### src/rtl/plane_agent.sv
// Aircraft-side initiator for the tower's 9-bit message protocol: one request
// per operation, reply parsing with retries, timed runway occupancy, release.
module plane_agent #(
  parameter logic [3:0]  PLANE_ID      = 4'd1,
  parameter int unsigned TIMEOUT       = 64,
  parameter int unsigned MAX_RETRIES   = 3,
  parameter int unsigned RUNWAY_CYCLES = 16
) (
  input  logic       clock,
  input  logic       reset,
  input  logic       cmd_valid,
  input  logic       cmd_landing,
  output logic       cmd_ready,
  output logic [8:0] tx_data,
  output logic       tx_valid,
  input  logic       tx_busy,
  input  logic [8:0] rx_data,
  input  logic       rx_valid,
  output logic       on_runway,
  output logic       runway_id,
  output logic       done,
  output logic [1:0] result,
  output logic [1:0] retries
);

  localparam int unsigned TW  = $clog2(TIMEOUT) + 1;
  localparam int unsigned RCW = $clog2(RUNWAY_CYCLES) + 1;
  localparam int unsigned CW  = (TW > RCW) ? TW : RCW;
  localparam int unsigned NW  = $clog2(MAX_RETRIES) + 1;

  localparam logic [2:0] T_REQ  = 3'b000;
  localparam logic [2:0] T_REL  = 3'b001;
  localparam logic [2:0] T_CLR  = 3'b011;
  localparam logic [2:0] T_HOLD = 3'b100;
  localparam logic [2:0] T_SAY  = 3'b101;
  localparam logic [2:0] T_DIV  = 3'b110;

  localparam logic [1:0] R_OK  = 2'b00;
  localparam logic [1:0] R_DIV = 2'b01;
  localparam logic [1:0] R_TMO = 2'b10;

  typedef enum logic [2:0] {
    ST_IDLE, ST_REQ, ST_WAIT, ST_HOLD, ST_RUNWAY, ST_REL, ST_DONE
  } state_t;

  state_t          state_q, state_d;
  logic [CW-1:0]   cnt_q, cnt_d;
  logic [NW-1:0]   retries_q, retries_d;
  logic            landing_q, landing_d;
  logic            runway_q, runway_d;
  logic [1:0]      result_q, result_d;
  logic [8:0]      tx_data_q, tx_data_d;
  logic            tx_valid_q, tx_valid_d;
  logic            cmd_ready_q, cmd_ready_d;
  logic            on_runway_q, on_runway_d;
  logic            done_q, done_d;
  logic            acc, rx_clr, rx_hold, rx_say, rx_div, do_retry;

  // Decode replies addressed to this plane.
  always_comb begin
    acc     = rx_valid && (rx_data[8:5] == PLANE_ID);
    rx_clr  = acc && (rx_data[4:2] == T_CLR) && !rx_data[1];
    rx_hold = acc && (rx_data[4:2] == T_HOLD);
    rx_say  = acc && (rx_data[4:2] == T_SAY);
    rx_div  = acc && (rx_data[4:2] == T_DIV);
  end

  // Next-state and registered-output computation.
  always_comb begin
    state_d    = state_q;
    cnt_d      = cnt_q;
    retries_d  = retries_q;
    landing_d  = landing_q;
    runway_d   = runway_q;
    result_d   = result_q;
    tx_data_d  = tx_data_q;
    tx_valid_d = 1'b0;
    do_retry   = 1'b0;

    unique case (state_q)
      ST_IDLE: begin
        if (cmd_valid) begin
          landing_d = cmd_landing;
          retries_d = '0;
          state_d   = ST_REQ;
        end
      end
      ST_REQ: begin
        if (!tx_busy) begin
          tx_valid_d = 1'b1;
          tx_data_d  = {PLANE_ID, T_REQ, landing_q, 1'b0};
          cnt_d      = CW'(TIMEOUT);
          state_d    = ST_WAIT;
        end
      end
      ST_WAIT: begin
        cnt_d = cnt_q - CW'(1);
        if (rx_clr) begin
          runway_d = rx_data[0];
          cnt_d    = CW'(RUNWAY_CYCLES);
          state_d  = ST_RUNWAY;
        end else if (rx_hold) begin
          state_d = ST_HOLD;
        end else if (rx_div) begin
          result_d = R_DIV;
          state_d  = ST_DONE;
        end else if (rx_say || (cnt_q <= CW'(1))) begin
          do_retry = 1'b1;
        end
      end
      ST_HOLD: begin
        if (rx_clr) begin
          runway_d = rx_data[0];
          cnt_d    = CW'(RUNWAY_CYCLES);
          state_d  = ST_RUNWAY;
        end else if (rx_div) begin
          result_d = R_DIV;
          state_d  = ST_DONE;
        end else if (rx_say) begin
          do_retry = 1'b1;
        end
      end
      ST_RUNWAY: begin
        if (cnt_q <= CW'(1)) state_d = ST_REL;
        else                 cnt_d   = cnt_q - CW'(1);
      end
      ST_REL: begin
        if (!tx_busy) begin
          tx_valid_d = 1'b1;
          tx_data_d  = {PLANE_ID, T_REL, landing_q, runway_q};
          result_d   = R_OK;
          state_d    = ST_DONE;
        end
      end
      ST_DONE: state_d = ST_IDLE;
      default: state_d = ST_IDLE;
    endcase

    // Say-again and timeout share the retry budget.
    if (do_retry) begin
      if (retries_q == NW'(MAX_RETRIES)) begin
        result_d = R_TMO;
        state_d  = ST_DONE;
      end else begin
        retries_d = retries_q + NW'(1);
        state_d   = ST_REQ;
      end
    end

    cmd_ready_d = (state_d == ST_IDLE);
    on_runway_d = (state_d == ST_RUNWAY);
    done_d      = (state_d == ST_DONE);
  end

  // State and output registers with synchronous reset.
  always_ff @(posedge clock) begin
    if (reset) begin
      state_q     <= ST_IDLE;
      cnt_q       <= '0;
      retries_q   <= '0;
      landing_q   <= 1'b0;
      runway_q    <= 1'b0;
      result_q    <= 2'b00;
      tx_data_q   <= '0;
      tx_valid_q  <= 1'b0;
      cmd_ready_q <= 1'b1;
      on_runway_q <= 1'b0;
      done_q      <= 1'b0;
    end else begin
      state_q     <= state_d;
      cnt_q       <= cnt_d;
      retries_q   <= retries_d;
      landing_q   <= landing_d;
      runway_q    <= runway_d;
      result_q    <= result_d;
      tx_data_q   <= tx_data_d;
      tx_valid_q  <= tx_valid_d;
      cmd_ready_q <= cmd_ready_d;
      on_runway_q <= on_runway_d;
      done_q      <= done_d;
    end
  end

  assign cmd_ready = cmd_ready_q;
  assign tx_data   = tx_data_q;
  assign tx_valid  = tx_valid_q;
  assign on_runway = on_runway_q;
  assign runway_id = runway_q;
  assign done      = done_q;
  assign result    = result_q;
  assign retries   = 2'(retries_q);

endmodule

### config.mk
export PLATFORM = sky130hd
export DESIGN_NAME = plane_agent
export DESIGN_NICKNAME = d
export VERILOG_FILES = /design/src/rtl/plane_agent.sv
export SDC_FILE = /design/constraint.sdc
export NUM_CORES = 1
export LEC_CHECK = 0
export CORE_ASPECT_RATIO = 2
export CORE_UTILIZATION = 53
export DETAILED_ROUTE_END_ITERATION = 7
export GPL_TIMING_DRIVEN = 0
export HOLD_SLACK_MARGIN = 0.12
export PLACE_DENSITY = 0.81
export SYNTH_ARGS = -nofsm -noshare
export SYNTH_HDL_FRONTEND = slang
export SYNTH_SLANG_ARGS = --single-unit
export TNS_END_PERCENT = 30
### constraint.sdc
create_clock -name clock -period 5.7 [get_ports clock]
set_input_delay 1.14 -clock clock [delete_from_list [all_inputs] [get_ports clock]]
set_output_delay 1.14 -clock clock [all_outputs]
set_load 0.05 [all_outputs]
==> metrics.cfg <==
[run_status]
status = complete, no violations

[timing]
rsz0062_at_grt = no
period_share_pct = 57.86
finalSetupTns_ps = 0
setup_viol = 0
fmax_mhz = 303.2
fin_worst_skew_ps = 3.135
maxSlewHeadroom_pct = 35.71
tightest_slew_ps = 950.9
min_period_ps = 3298
timing.hold.ws_ps = 460.5
drv_slew = 0
hold_viol_final = 0

[synth]
yosys_warnings = 0
ys_types = 48
synth_top_flop_cell = dfxtp_1
synth-async-reset-ratio_pct = 0
ys_ff_latch = 25
ys_seq_area_share_pct = 34.81
syn-cell-area_sq_um = 1438
synth-edff-count = 0
synthCells = 174
avgSynthCellArea_sq_um = 8.262

[clocking]
postCtsSetupBuffers = 0
numCtsBuffers = 3
cts_resized = 0
clockBufferDepth = 2
clk_pin_slew_worst_paths_ps = 90
ctsRootBufferMaster = clkbuf_8
h-tree-depth = 1
cts_num_sinks = 25
cts_tree = done
postCtsHoldBufs = 0
clock_latency_ps = 270

[drt]
wl_per_cell_um = 16.06
routed_via_density = 6.068
vias = 1432
antenna_left = 0
drtIter0Drc = 58
firstDrtPassIters = 4
wirelength_um = 3790
drc = 0

[power_and_ir_drop]
total_power_mw = 0.4160
leakage_nw = 0.6122
vdd_drop_max_v = 0.0002229
p_per_area_nw_per_um2 = 231.5

[worst_setup_path]
critPathMaxFanout = 6
worstPathArrival_ps = 3470
r2r_setup_slack_ps = 3360
cp.required_ps = 5880
crit_slowest_cell = or4b_1
cp-start-kind = primary input
cp_cell_sequence = clkdlybuf4s50_1 -> or4b_1 -> buf_2 -> or4_4 -> o31ai_1 -> nand3_1 -> and2_1
endpoint_kind = flop
worst_path_largest_cell_delay_ps = 510
crit_type = primary input to flop

[floorplan]
initial_core_util_pct = 55.94
num_io_pins = 33
die_w_um = 38.83
die_h_um = 75.66
core_sq_um = 2570
row_count = 26
design.die.area_sq_um = 2937

[hold_path]
hold_class = flop to flop

[placement]
portBuffers = 26
hpwl_um = 2982
routabilityCongestion = 0.9194

[cells_and_area]
diodes = 0
final_nets = 227
final_cell_mix = clkdlybuf4s50_1, dfxtp_1, nand2_1
fin_util_pct = 69.91
drive_gt1_share_pct = 10.10
layout_commonest_cell = clkdlybuf4s50_1
fillers = 223
area_growth_pct = 24.98

[grt]
grt_max_degree = 16
grt_pass1_vias = 1312
grtUsageTotal_pct = 28.32
grt_pass1_wl_um = 5823
antenna_found_initial = 0
grt-ovfl-total = 0

[run]
drv_cap = 0

[cell usage after synthesis, types with 3 or more instances]
cell type  instances  area, sq um
a21o_1             3        22.52
a21oi_1           15        75.07
a31oi_1            3        18.77
buf_4              7        52.55
clkbuf_1           6        22.52
dfxtp_1           25        500.5
ha_1               3        37.54
inv_1              5        18.77
nand2_1           16        60.06
nand2b_1           4        25.02
nand3_1            8        40.04
nor2_1            10        37.54
nor2b_1            5        31.28
nor3_1             3        15.01
nor3b_1            3        22.52
o21ai_0           10        50.05
o31ai_1            5        37.54
or3b_2             3        26.28
[registers in the layout, indices dropped and copies added, names as in the netlist]
register,flops
cnt_q,7
tx_data,4
retries_q,3
state_q,3
result,2
cmd_ready,1
done,1
landing_q,1
on_runway,1
runway_id,1
tx_valid,1
[worst paths after layout]
path / from / endpoint / cells past startpoint
hold / removal: landing_q / tx_data[1] / 2
setup / recovery: rx_data[6] / result[0] / 7
hold reg to reg: landing_q / tx_data[1] / 2
setup reg to reg: state_q[1] / cnt_q[5] / 6
[worst max-delay path: cells and delay by family]
kind            cells  cell delay (ps)
buf+inv             2              590
simple gates        4             1580
compound gates      1              160
[power by group]
part	leakage [nW]	total, mW	switching (mW)	internal, mW
logic	0.388	0.116	0.0709	0.0453
registers	0.203	0.189	0.00685	0.183
clock network	0.0217	0.110	0.0607	0.0497
total	0.612	0.416	0.138	0.278
[cells by family (layout without fill, tap and decap cells)]
family	after synthesis	count (layout)	synth area share, %
AO/OA/AOI/OAI	53	53	24.37
adder cells (fa/ha/maj)	3	3	2.611
buffers and inverters	21	51	7.485
flip-flops	25	25	34.81
multiplexers	2	2	1.393
other	1	5	0.2608
AND/OR/NAND/NOR	69	69	29.07
[routing by layer]
| metal | part of all wire (%) | track usage, % |
|---|---|---|
| met1 | 36 | 25.87 |
| met2 | 58 | 56.11 |
| met3 | 2.9 | 4.082 |
| met4 | 2.8 | 13.03 |
| met5 | 0 | 0 |
[cell type report]
class	count	area, sq um	area share [%]
Sequential cell	25	500.5	27.86
Multi-Input combinational cell	132	844.6	47.01
Clock buffer	3	41.29	2.298
Timing Repair Buffer	26	260.3	14.48
Tap cell	28	35.03	1.950
Buffer	16	88.84	4.944
Clock inverter	1	7.507	0.4178
Inverter	5	18.77	1.045
[stage by stage]
stage / worst slack [ps] / cell area (sq um) / instances
floorplan: 2793 / 1453 / 178
global placement: 2168 / 1748 / 232
detailed placement: 2126 / 1748 / 232
CTS: 2409 / 1797 / 236
global route: 2309 / 1797 / 236
finish: 2402 / 1797 / 236
Note: power is estimated with default switching activity, not from simulation.
